**config.mk**
```make
export PLATFORM = sky130hd
export DESIGN_NAME = instr_mem_loadable_flat
export DESIGN_NICKNAME = d
export VERILOG_FILES = /design/src/rtl/instr_mem_pkg.sv /design/src/rtl/instr_mem_loadable_if.sv /design/src/rtl/instr_mem_loadable_byte_word_packer.sv /design/src/rtl/instr_mem_loadable.sv /design/src/flat_wrapper.sv
export SDC_FILE = /design/constraint.sdc
export NUM_CORES = 1
export LEC_CHECK = 0
export ABC_CLOCK_PERIOD_IN_PS = 4500
export CORE_ASPECT_RATIO = 0.6
export CORE_MARGIN = 2
export CORE_UTILIZATION = 60
export CTS_BUF_LIST = sky130_fd_sc_hd__clkbuf_8
export DETAILED_ROUTE_END_ITERATION = 10
export MAX_ROUTING_LAYER = met4
export PLACE_DENSITY_LB_ADDON = 0.05
export SLEW_MARGIN = 10
export SYNTH_ARGS = -nofsm -noshare
export SYNTH_HDL_FRONTEND = slang
export SYNTH_SLANG_ARGS = --single-unit
```
**constraint.sdc**
```tcl
create_clock -name clk -period 4.5 [get_ports clk]
set_input_delay 0.9 -clock clk [delete_from_list [all_inputs] [get_ports clk]]
set_output_delay 0.9 -clock clk [all_outputs]
set_load 0.05 [all_outputs]
```
**src/rtl/instr_mem_pkg.sv**
```systemverilog
// Shared types and constants for the loadable instruction memory.
// The boot image below is only written when INSTR_MEM_BOOT_PROG_EN is defined.
package instr_mem_pkg;

  localparam logic [31:0] NOP_INSTR = 32'h0000_0000;

  typedef enum logic {
    RUN  = 1'b0,
    LOAD = 1'b1
  } state_t;

  localparam int BOOT_LEN = 5;

  // ADDI $1,$0,0xCA followed by four ADD $1,$1,$1
  localparam logic [31:0] BOOT_PROG [BOOT_LEN] = '{
    32'h2001_00CA,
    32'h0021_0820,
    32'h0021_0820,
    32'h0021_0820,
    32'h0021_0820
  };

  function automatic logic [31:0] boot_word(input int idx);
    if (idx >= 0 && idx < BOOT_LEN) begin
      return BOOT_PROG[idx[2:0]];
    end
    return NOP_INSTR;
  endfunction

endpackage

```
**src/rtl/instr_mem_loadable_if.sv**
```systemverilog
// Fetch and program-load signals of the instruction memory.
// master = PC/loader side, slave = memory side.
interface instr_mem_loadable_if #(
  parameter int ADDR_WIDTH = 8,
  parameter int LEN_WIDTH  = 6
);
  logic                  fetch_req;
  logic [ADDR_WIDTH-1:0] address;
  logic [31:0]           RD;
  logic                  rd_valid;
  logic                  addr_oob;
  logic                  load_en;
  logic                  load_valid;
  logic [7:0]            load_byte;
  logic                  load_full;
  logic [LEN_WIDTH-1:0]  prog_len;

  modport master (
    output fetch_req, address, load_en, load_valid, load_byte,
    input  RD, rd_valid, addr_oob, load_full, prog_len
  );

  modport slave (
    input  fetch_req, address, load_en, load_valid, load_byte,
    output RD, rd_valid, addr_oob, load_full, prog_len
  );
endinterface

```
**src/rtl/instr_mem_loadable_byte_word_packer.sv**
```systemverilog
// Assembles four serial bytes (first byte = bits 31:24) into one 32-bit word.
// word/word_valid are combinational on the 4th byte so the write lands on that edge.
module byte_word_packer (
  input  logic        clk,
  input  logic        reset,
  input  logic        clear,
  input  logic        byte_valid,
  input  logic [7:0]  byte_in,
  output logic        word_valid,
  output logic [31:0] word
);

  logic [1:0]  count_reg;
  logic [23:0] shift_reg;

  assign word_valid = byte_valid && (count_reg == 2'd3);
  assign word       = {shift_reg, byte_in};

  always_ff @(posedge clk) begin
    if (reset || clear) begin
      count_reg <= 2'd0;
      shift_reg <= 24'h0;
    end else if (byte_valid) begin
      count_reg <= count_reg + 2'd1;
      shift_reg <= {shift_reg[15:0], byte_in};
    end
  end

endmodule

```
**src/rtl/instr_mem_loadable.sv**
```systemverilog
// Word-indexed instruction memory with registered fetch and a byte-serial load port.
// Optional: INSTR_MEM_BOOT_PROG_EN makes reset write a built-in boot program.
module instr_mem_loadable
  import instr_mem_pkg::*;
#(
  parameter int ADDR_WIDTH = 8,
  parameter int DEPTH      = 32,
  parameter int LEN_WIDTH  = $clog2(DEPTH + 1)
) (
  input  logic                 clk,
  input  logic                 reset,
  instr_mem_loadable_if.slave  bus
);

  localparam int IDX_W = (DEPTH > 1) ? $clog2(DEPTH) : 1;

`ifdef INSTR_MEM_BOOT_PROG_EN
  localparam logic [LEN_WIDTH-1:0] RESET_LEN = LEN_WIDTH'(BOOT_LEN);
`else
  localparam logic [LEN_WIDTH-1:0] RESET_LEN = '0;
`endif

  state_t               state_reg, state_next;
  logic                 load_entry, load_exit;
  logic [LEN_WIDTH-1:0] wr_ptr_reg, prog_len_reg;
  logic                 load_full_reg;
  logic                 byte_accept, word_valid;
  logic [31:0]          word;
  logic [IDX_W-1:0]     wr_idx, rd_idx;
  logic                 fetch_ok, fetch_oob;
  logic [31:0]          rd_reg;
  logic                 rd_valid_reg, addr_oob_reg;
  logic [31:0]          mem [DEPTH];

  always_ff @(posedge clk) begin
    if (reset) state_reg <= RUN;
    else       state_reg <= state_next;
  end

  always_comb begin
    state_next = state_reg;
    load_entry = 1'b0;
    load_exit  = 1'b0;
    case (state_reg)
      RUN: if (bus.load_en) begin
        state_next = LOAD;
        load_entry = 1'b1;
      end
      LOAD: if (!bus.load_en) begin
        state_next = RUN;
        load_exit  = 1'b1;
      end
      default: state_next = RUN;
    endcase
  end

  // Bytes arriving on the exit cycle or after the memory is full are dropped.
  assign byte_accept = !reset && (state_reg == LOAD) && bus.load_en
                       && bus.load_valid && !load_full_reg;

  byte_word_packer u_packer (
    .clk        (clk),
    .reset      (reset),
    .clear      (load_entry || load_exit),
    .byte_valid (byte_accept),
    .byte_in    (bus.load_byte),
    .word_valid (word_valid),
    .word       (word)
  );

  always_ff @(posedge clk) begin
    if (reset) begin
      wr_ptr_reg    <= '0;
      prog_len_reg  <= RESET_LEN;
      load_full_reg <= 1'b0;
    end else if (load_entry) begin
      wr_ptr_reg    <= '0;
      prog_len_reg  <= '0;
      load_full_reg <= 1'b0;
    end else if (word_valid) begin
      wr_ptr_reg   <= wr_ptr_reg + 1'b1;
      prog_len_reg <= prog_len_reg + 1'b1;
      if (wr_ptr_reg == LEN_WIDTH'(DEPTH - 1)) load_full_reg <= 1'b1;
    end
  end

  assign wr_idx = wr_ptr_reg[IDX_W-1:0];

`ifdef INSTR_MEM_BOOT_PROG_EN
  always_ff @(posedge clk) begin
    if (reset) begin
      for (int i = 0; i < DEPTH; i++) mem[i] <= boot_word(i);
    end else if (word_valid) begin
      mem[wr_idx] <= word;
    end
  end
`else
  // No reset on the array so it maps onto block RAM; contents survive reset.
  always_ff @(posedge clk) begin
    if (word_valid) mem[wr_idx] <= word;
  end
`endif

  // Fetches are only honoured in RUN with load_en low, so load entry wins.
  assign fetch_ok  = (state_reg == RUN) && !bus.load_en && bus.fetch_req;
  assign fetch_oob = 32'(bus.address) >= 32'(DEPTH);
  assign rd_idx    = bus.address[IDX_W-1:0];

  always_ff @(posedge clk) begin
    if (reset) begin
      rd_reg       <= NOP_INSTR;
      rd_valid_reg <= 1'b0;
      addr_oob_reg <= 1'b0;
    end else begin
      rd_valid_reg <= fetch_ok;
      addr_oob_reg <= fetch_ok && fetch_oob;
      if (fetch_ok) rd_reg <= fetch_oob ? NOP_INSTR : mem[rd_idx];
    end
  end

  assign bus.RD        = rd_reg;
  assign bus.rd_valid  = rd_valid_reg;
  assign bus.addr_oob  = addr_oob_reg;
  assign bus.load_full = load_full_reg;
  assign bus.prog_len  = prog_len_reg;

endmodule

```
**src/flat_wrapper.sv**
```systemverilog
// flat-port wrapper written by rule: the top's interface ports become plain ports
module instr_mem_loadable_flat import instr_mem_pkg::*;
#(
  parameter int ADDR_WIDTH = 8,
  parameter int DEPTH      = 32,
  parameter int LEN_WIDTH  = $clog2(DEPTH + 1)
)
  (clk, reset, bus_fetch_req, bus_address, bus_load_en, bus_load_valid, bus_load_byte, bus_RD, bus_rd_valid, bus_addr_oob, bus_load_full, bus_prog_len);
  instr_mem_loadable_if #(.ADDR_WIDTH(ADDR_WIDTH), .LEN_WIDTH(LEN_WIDTH)) bus_i ();
  input  logic clk;
  input  logic reset;
  input wire logic [$bits(bus_i.fetch_req)-1:0] bus_fetch_req;
  input wire logic [$bits(bus_i.address)-1:0] bus_address;
  input wire logic [$bits(bus_i.load_en)-1:0] bus_load_en;
  input wire logic [$bits(bus_i.load_valid)-1:0] bus_load_valid;
  input wire logic [$bits(bus_i.load_byte)-1:0] bus_load_byte;
  output wire logic [$bits(bus_i.RD)-1:0] bus_RD;
  output wire logic [$bits(bus_i.rd_valid)-1:0] bus_rd_valid;
  output wire logic [$bits(bus_i.addr_oob)-1:0] bus_addr_oob;
  output wire logic [$bits(bus_i.load_full)-1:0] bus_load_full;
  output wire logic [$bits(bus_i.prog_len)-1:0] bus_prog_len;
  assign bus_i.fetch_req = bus_fetch_req;
  assign bus_i.address = bus_address;
  assign bus_i.load_en = bus_load_en;
  assign bus_i.load_valid = bus_load_valid;
  assign bus_i.load_byte = bus_load_byte;
  assign bus_RD = bus_i.RD;
  assign bus_rd_valid = bus_i.rd_valid;
  assign bus_addr_oob = bus_i.addr_oob;
  assign bus_load_full = bus_i.load_full;
  assign bus_prog_len = bus_i.prog_len;
  instr_mem_loadable #(.ADDR_WIDTH(ADDR_WIDTH), .DEPTH(DEPTH), .LEN_WIDTH(LEN_WIDTH)) u_core (.clk(clk), .reset(reset), .bus(bus_i));
endmodule
```
Yosys cells after proc, flatten, opt, wreduce, memory -nomap -nowiden
Memories as Yosys holds them, arrays and structs flattened. Index checks and enable logic that the tools add are counted.

ROM bits: 0. Memory bits (writable): 1024. Flip-flop bits (word level): 74. Latch bits: 0. Output and inout port bits: 41. Memories: 1. Input port bits: 21.

Eq/ne operators: 2. Bitwise gates (word level): 1. Shift operators: 0. Add/sub/neg operators: 3. Reductions and logical operators: 15. Multiply operators: 0. Divide/modulo/power cells: 0. Order comparisons: 1. Multiplexer cells: 7.

Memory list: u_core.mem (words 32, bits a word 32, read ports 1, clocked after Yosys merged registers in 0, wr ports 1, line instr_mem_loadable.sv:33) `logic [31:0] mem [DEPTH];`.

Operators with widths (number): $mux 32 (1); $add 6x1->6 const B (2); $ge 8x6->1 const B (1); $logic_and 1x1->1 (8); $eq 6x5->1 const B (1); $mux 1 (6); $logic_not 1->1 (3); $add 2x1->2 const B (1); $eq 2x2->1 const B (1); $logic_or 1x1->1 (2); $reduce_and 2->1 (1); $reduce_or 2->1 (1); $not 1->1 (1).

Depth between registers and ports, before layout
Depth in word-level cells: 8. Depth in mapped cells: 9.

By module
A second synthesis with hierarchy kept.

Cells, all modules: 2054. Area total of the unflattened synthesis: 42030.3 sq um.

Modules (own cells, without submodules): instr_mem_loadable (area each 40990.6 sq um, seq. area each 31710.4 sq um, cells each 1959, instances 1); byte_word_packer (area each 1039.7 sq um, seq. area each 520.5 sq um, cells each 95, instances 1).

Worst setup path before layout
No wires, ideal clock.

Kind: input to register. Start point: input port reset. End point: memory u_core.mem[29][0], enable pin. Cell stages on the path: 4. Arrival time: 3.315 ns. Setup time: 0.421 ns. Setup slack: 0.764 ns. Cells stage by stage: nand4b_1 -> nor3_1 -> nand2_1 -> nor2_1.

Word-level cells in the longest chain between the ends: 8.

RTL lines: from (decl) (line flat_wrapper.sv:11) `input logic reset;`; $logic_not 1->1 (line instr_mem_loadable.sv:58) `assign byte_accept = !reset && (state_reg == LOAD) && bus.load_en`; $logic_and 1x1->1 (2 in series) (line instr_mem_loadable.sv:58); $logic_and 1x1->1 (2 in series) (line instr_mem_loadable.sv:59) `&& bus.load_valid && !load_full_reg;`; $logic_and 1x1->1 (line instr_mem_loadable_byte_word_packer.sv:16) `assign word_valid = byte_valid && (count_reg == 2'd3);`; $mux 1 (line instr_mem_loadable.sv:100) `if (word_valid) mem[wr_idx] <= word;`; $mux 1 (implied by the code) (line instr_mem_loadable.sv:100); to (decl) (line instr_mem_loadable.sv:33).

Every way passes these cells.

Worst setup path in the final report
Start point: input port bus_load_en. End point: memory u_core.mem[20][15], enable pin.

Word-level cells in the longest chain between the ends: 6.

RTL lines: from (decl) (line flat_wrapper.sv:14) `input wire logic [$bits(bus_i.load_en)-1:0] bus_load_en;`; $logic_and 1x1->1 (line instr_mem_loadable.sv:58); $logic_and 1x1->1 (2 in series) (line instr_mem_loadable.sv:59); $logic_and 1x1->1 (line instr_mem_loadable_byte_word_packer.sv:16); $mux 1 (line instr_mem_loadable.sv:100); $mux 1 (implied by the code) (line instr_mem_loadable.sv:100).

Every way passes these cells.

==> summary.md <==
| Metric | Value |
|---|---|
| DP HPWL | about 64 mm |
| VDD IR max | approximately 280 uV |
| Fin. max-slew vios | 0 |
| Fmax | roughly 300 MHz |
| DIE AREA | roughly 73000 sq um |
| First-pass GRT wire length | ~160 mm |
| Largest net degree at the start of global routing | 67 |
| DIE WIDTH | 347.5 microns |
| Worst endpoint required time | around 5000 ps |
| Seq/Total Area, Yosys | 0.7590 |
| Worst path bufs/invs | 3 |
| Static leakage | 16.28 nW |
| Max reg flops | approximately 1000 |
| Worst Skew | just under 30 ps |
| DR vias | between 20000 and 25000 |
| Core box area | 69910 sq um |
| Worst-margin pin slew | 1312 ps |
| Total wire length | 115.3 mm |
| Final nets | 2459 |
| Post-synth top area cell | edfxtp_1 |
| Worst Setup Path Type | in2reg |
| Period utilisation layout | 0.7373 |
| Antenna violations before repair | 0 |
| Hold Vio Cnt, Final | 0 |
| Status | complete, no violations |
| Endpoints failing setup | 0 |
| Max_slew headroom | 0.1240 |
| DRT Pass-1 Iters | 6 |
| Post-Syn Nets | 2286 |
| Hold crit path type | reg2reg |
| Area share of the largest cell type after synthesis | 0.7241 |
| Top cells by area, synth | edfxtp_1 (72%), mux4_2 (6.8%), mux2i_1 (6.0%) |
| Clock Latency Late Sink | slightly above 800 ps |
| Family with the most delay on the worst path | simple AND/OR/NAND/NOR gates |
| CTS clk-pin slew, worst paths | around 60 ps |
| Inserted Diodes | 0 |
| Dominant synthesized flop cell | edfxtp_1 |
| Critical Path Sink Type | flop |
| Yosys warning total | 0 |
| DRC violation total after the first TritonRoute iteration | 3409 |
| RePlAce Congestion | between 0.8 and 0.9 |
| Die Span Y | between 200 and 250 microns |
| CTS tree | built |
| Routed len/inst | 33.08 microns |
| Mapped Cells | between 2000 and 2500 |
| PD cells | roughly 400 nW/um^2 |
| Gr busiest metal | met1 |
| Post-CTS Repair Setup Buffers | 0 |
| Avg Cell Area, Syn | 18.81 sq um |
| RSZ-0062 raised after global routing | false |
| Setup TNS | 0 ps |
| Cells along the critical path | clkdlybuf4s50_1 -> nand4b_1 -> nor3_1 -> buf_4 -> nand2_1 -> nor2_4 -> buf_4 |
| Yosys reg bits | about 1100 |
| Slowest stage delay, CP | around 800 ps |
| Placed inst area | about 45000 sq um |
| CTS hold repair buffers | 0 |
| GRT overflow | 0 |
| GR Util met3 | 0.07307 |
| Row cnt | 75 |
| Met2 Usage GRT | 0.4446 |
| I/O pins | between 60 and 70 |
| Worst Path Max Fanout | 13 |
| H-tree depth | 4 |
| Clock Tree Buf Depth | 3 |
| Clk sinks | 1098 |
| Crit start category | input port |
| Post-Syn Area | between 40000 and 50000 sq um |
| Share of cells above drive strength 1 | 0.2100 |
| Max-cap violations | 0 |
| Worst path slowest cell | nor2_4 |
| Synth async-reset ratio | 0 |
| Tmin final | 3318 ps |
| Design Area, Final | about 48000 sq um |
| Initial Util | 0.6074 |
| TritonCTS Buffers | roughly 150 |
| EDFF count, synth | 1024 |
| Detail Route Antenna Nets | 0 |
| Arr. time, crit path | between 3000 and 4000 ps |
| Vias in the first global route | 22640 |
| Distinct cells, synth | 41 |
| Drc violations | 0 |
| Met1 global-route usage | 0.5075 |
| Post-CTS resize count | 0 |
| CP dominant cell by count | buf_4 |
| CTS root buf | clkbuf_8 |
| Vias/cell | between 6 and 7 |
| GR Util All Layers | 0.3311 |
| Layout area overhead | 12.58% |
| IO Port Bufs | 61 |
cells in the mapped netlist (4+ instances only):
cell type  instances
a2111oi_1          7
a2111oi_2         23
a211oi_1          32
a21o_1            11
a21oi_1           66
a22oi_1           32
and2_1            33
buf_1              7
buf_2             18
buf_4             19
buf_6             12
clkbuf_1          80
dfxtp_1           74
edfxtp_1        1024
ha_1               8
inv_1             30
mux2_2            32
mux2i_1          256
mux4_2           128
nand2_1           64
nand3_1            4
nor2_1            65
nor3_1            12
nor4_1            23
o211ai_1          32
o21ai_0           34
o22ai_1           86
o2bb2ai_1         10
or3_1              6
xnor2_1            5
worst register-to-register path: cells and delay by family, from the launching register on:
| family | cells | cell delay, ps |
|---|---|---|
| adders and majority gates | 1 | 240 |
| buffers and inverters | 3 | 590 |
| DFF | 1 | 350 |
| and+or+nand+nor | 3 | 1700 |
cell usage in the layout, fill, tap and decap left out, types with 34 or more instances in the layout:
cell,instances
clkbuf_8,179
buf_4,65
o21ai_0,34
edfxtp_1,1024
dfxtp_1,63
o22ai_1,86
nand2_1,64
inv_1,102
a21oi_1,65
mux2i_1,256
clkdlybuf4s50_1,53
mux4_2,128
where the power goes:
group	leakage, nW	switching [mW]	internal, mW	total (mW)
Sequential	10.5	0.00667	11.0	11.0
Clock	1.76	3.71	3.67	7.38
Combinational	4.00	0.439	0.233	0.671
area by class of cell:
class / count / area [sq um]
inverter: 30 / 112.6
clock inverter: 110 / 485.5
tap: 924 / 1156
clock buffer: 178 / 2450
sequential: 1098 / 32240
timing repair buffer: 153 / 1648
multi-input combinational: 993 / 9709
fill: 4431 / 22110
stage by stage:
step                      hold slack [ps]  utilization  worst slack [ps]  total power, mW  instances
after floorplan                     440.0            -             764.2            11.67       2257
after global placement              446.0       0.6418             353.6            11.92       3198
after detailed placement            458.7       0.6418             375.1            11.92       3198
after CTS                           467.1       0.6838              1232            19.18       3486
after global routing                499.8       0.6838              1024            19.61       3486
final                               465.5       0.6838              1182            19.09       3486
routing by layer:
layer  vias to the layer above  share of wire
met2                      1570           0.43
met4                         0          0.029
li1                       9539              -
met3                       207           0.13
met5                         -              0
met1                     12030           0.42
kinds of logic (layout without fill, tap and decap cells):
family | count (synthesis) | after routing | synth area share
AO/OA/AOI/OAI | 338 | 338 | 0.05616
XOR/XNOR | 6 | 6 | 0.001238
adder cells (fa/ha/maj) | 8 | 8 | 0.002357
buffers and inverters | 166 | 471 | 0.01901
flip-flops | 1098 | 1098 | 0.7590
multiplexers | 416 | 416 | 0.1367
AND/OR/NAND/NOR | 225 | 225 | 0.02552
final timing paths:
path	startpoint	cells after the start	end	slack, ps
worst min-delay path	u_core.u_packer.count_reg[1]	2	u_core.u_packer.count_reg[1]	470
worst max register to register	u_core.u_packer.count_reg[0]	7	u_core.mem[20][15]	1330
worst min register to register	u_core.u_packer.count_reg[1]	2	u_core.u_packer.count_reg[1]	470
worst max-delay path	bus_load_en	7	u_core.mem[20][15]	1180
Power figures use the tool's default switching activity.
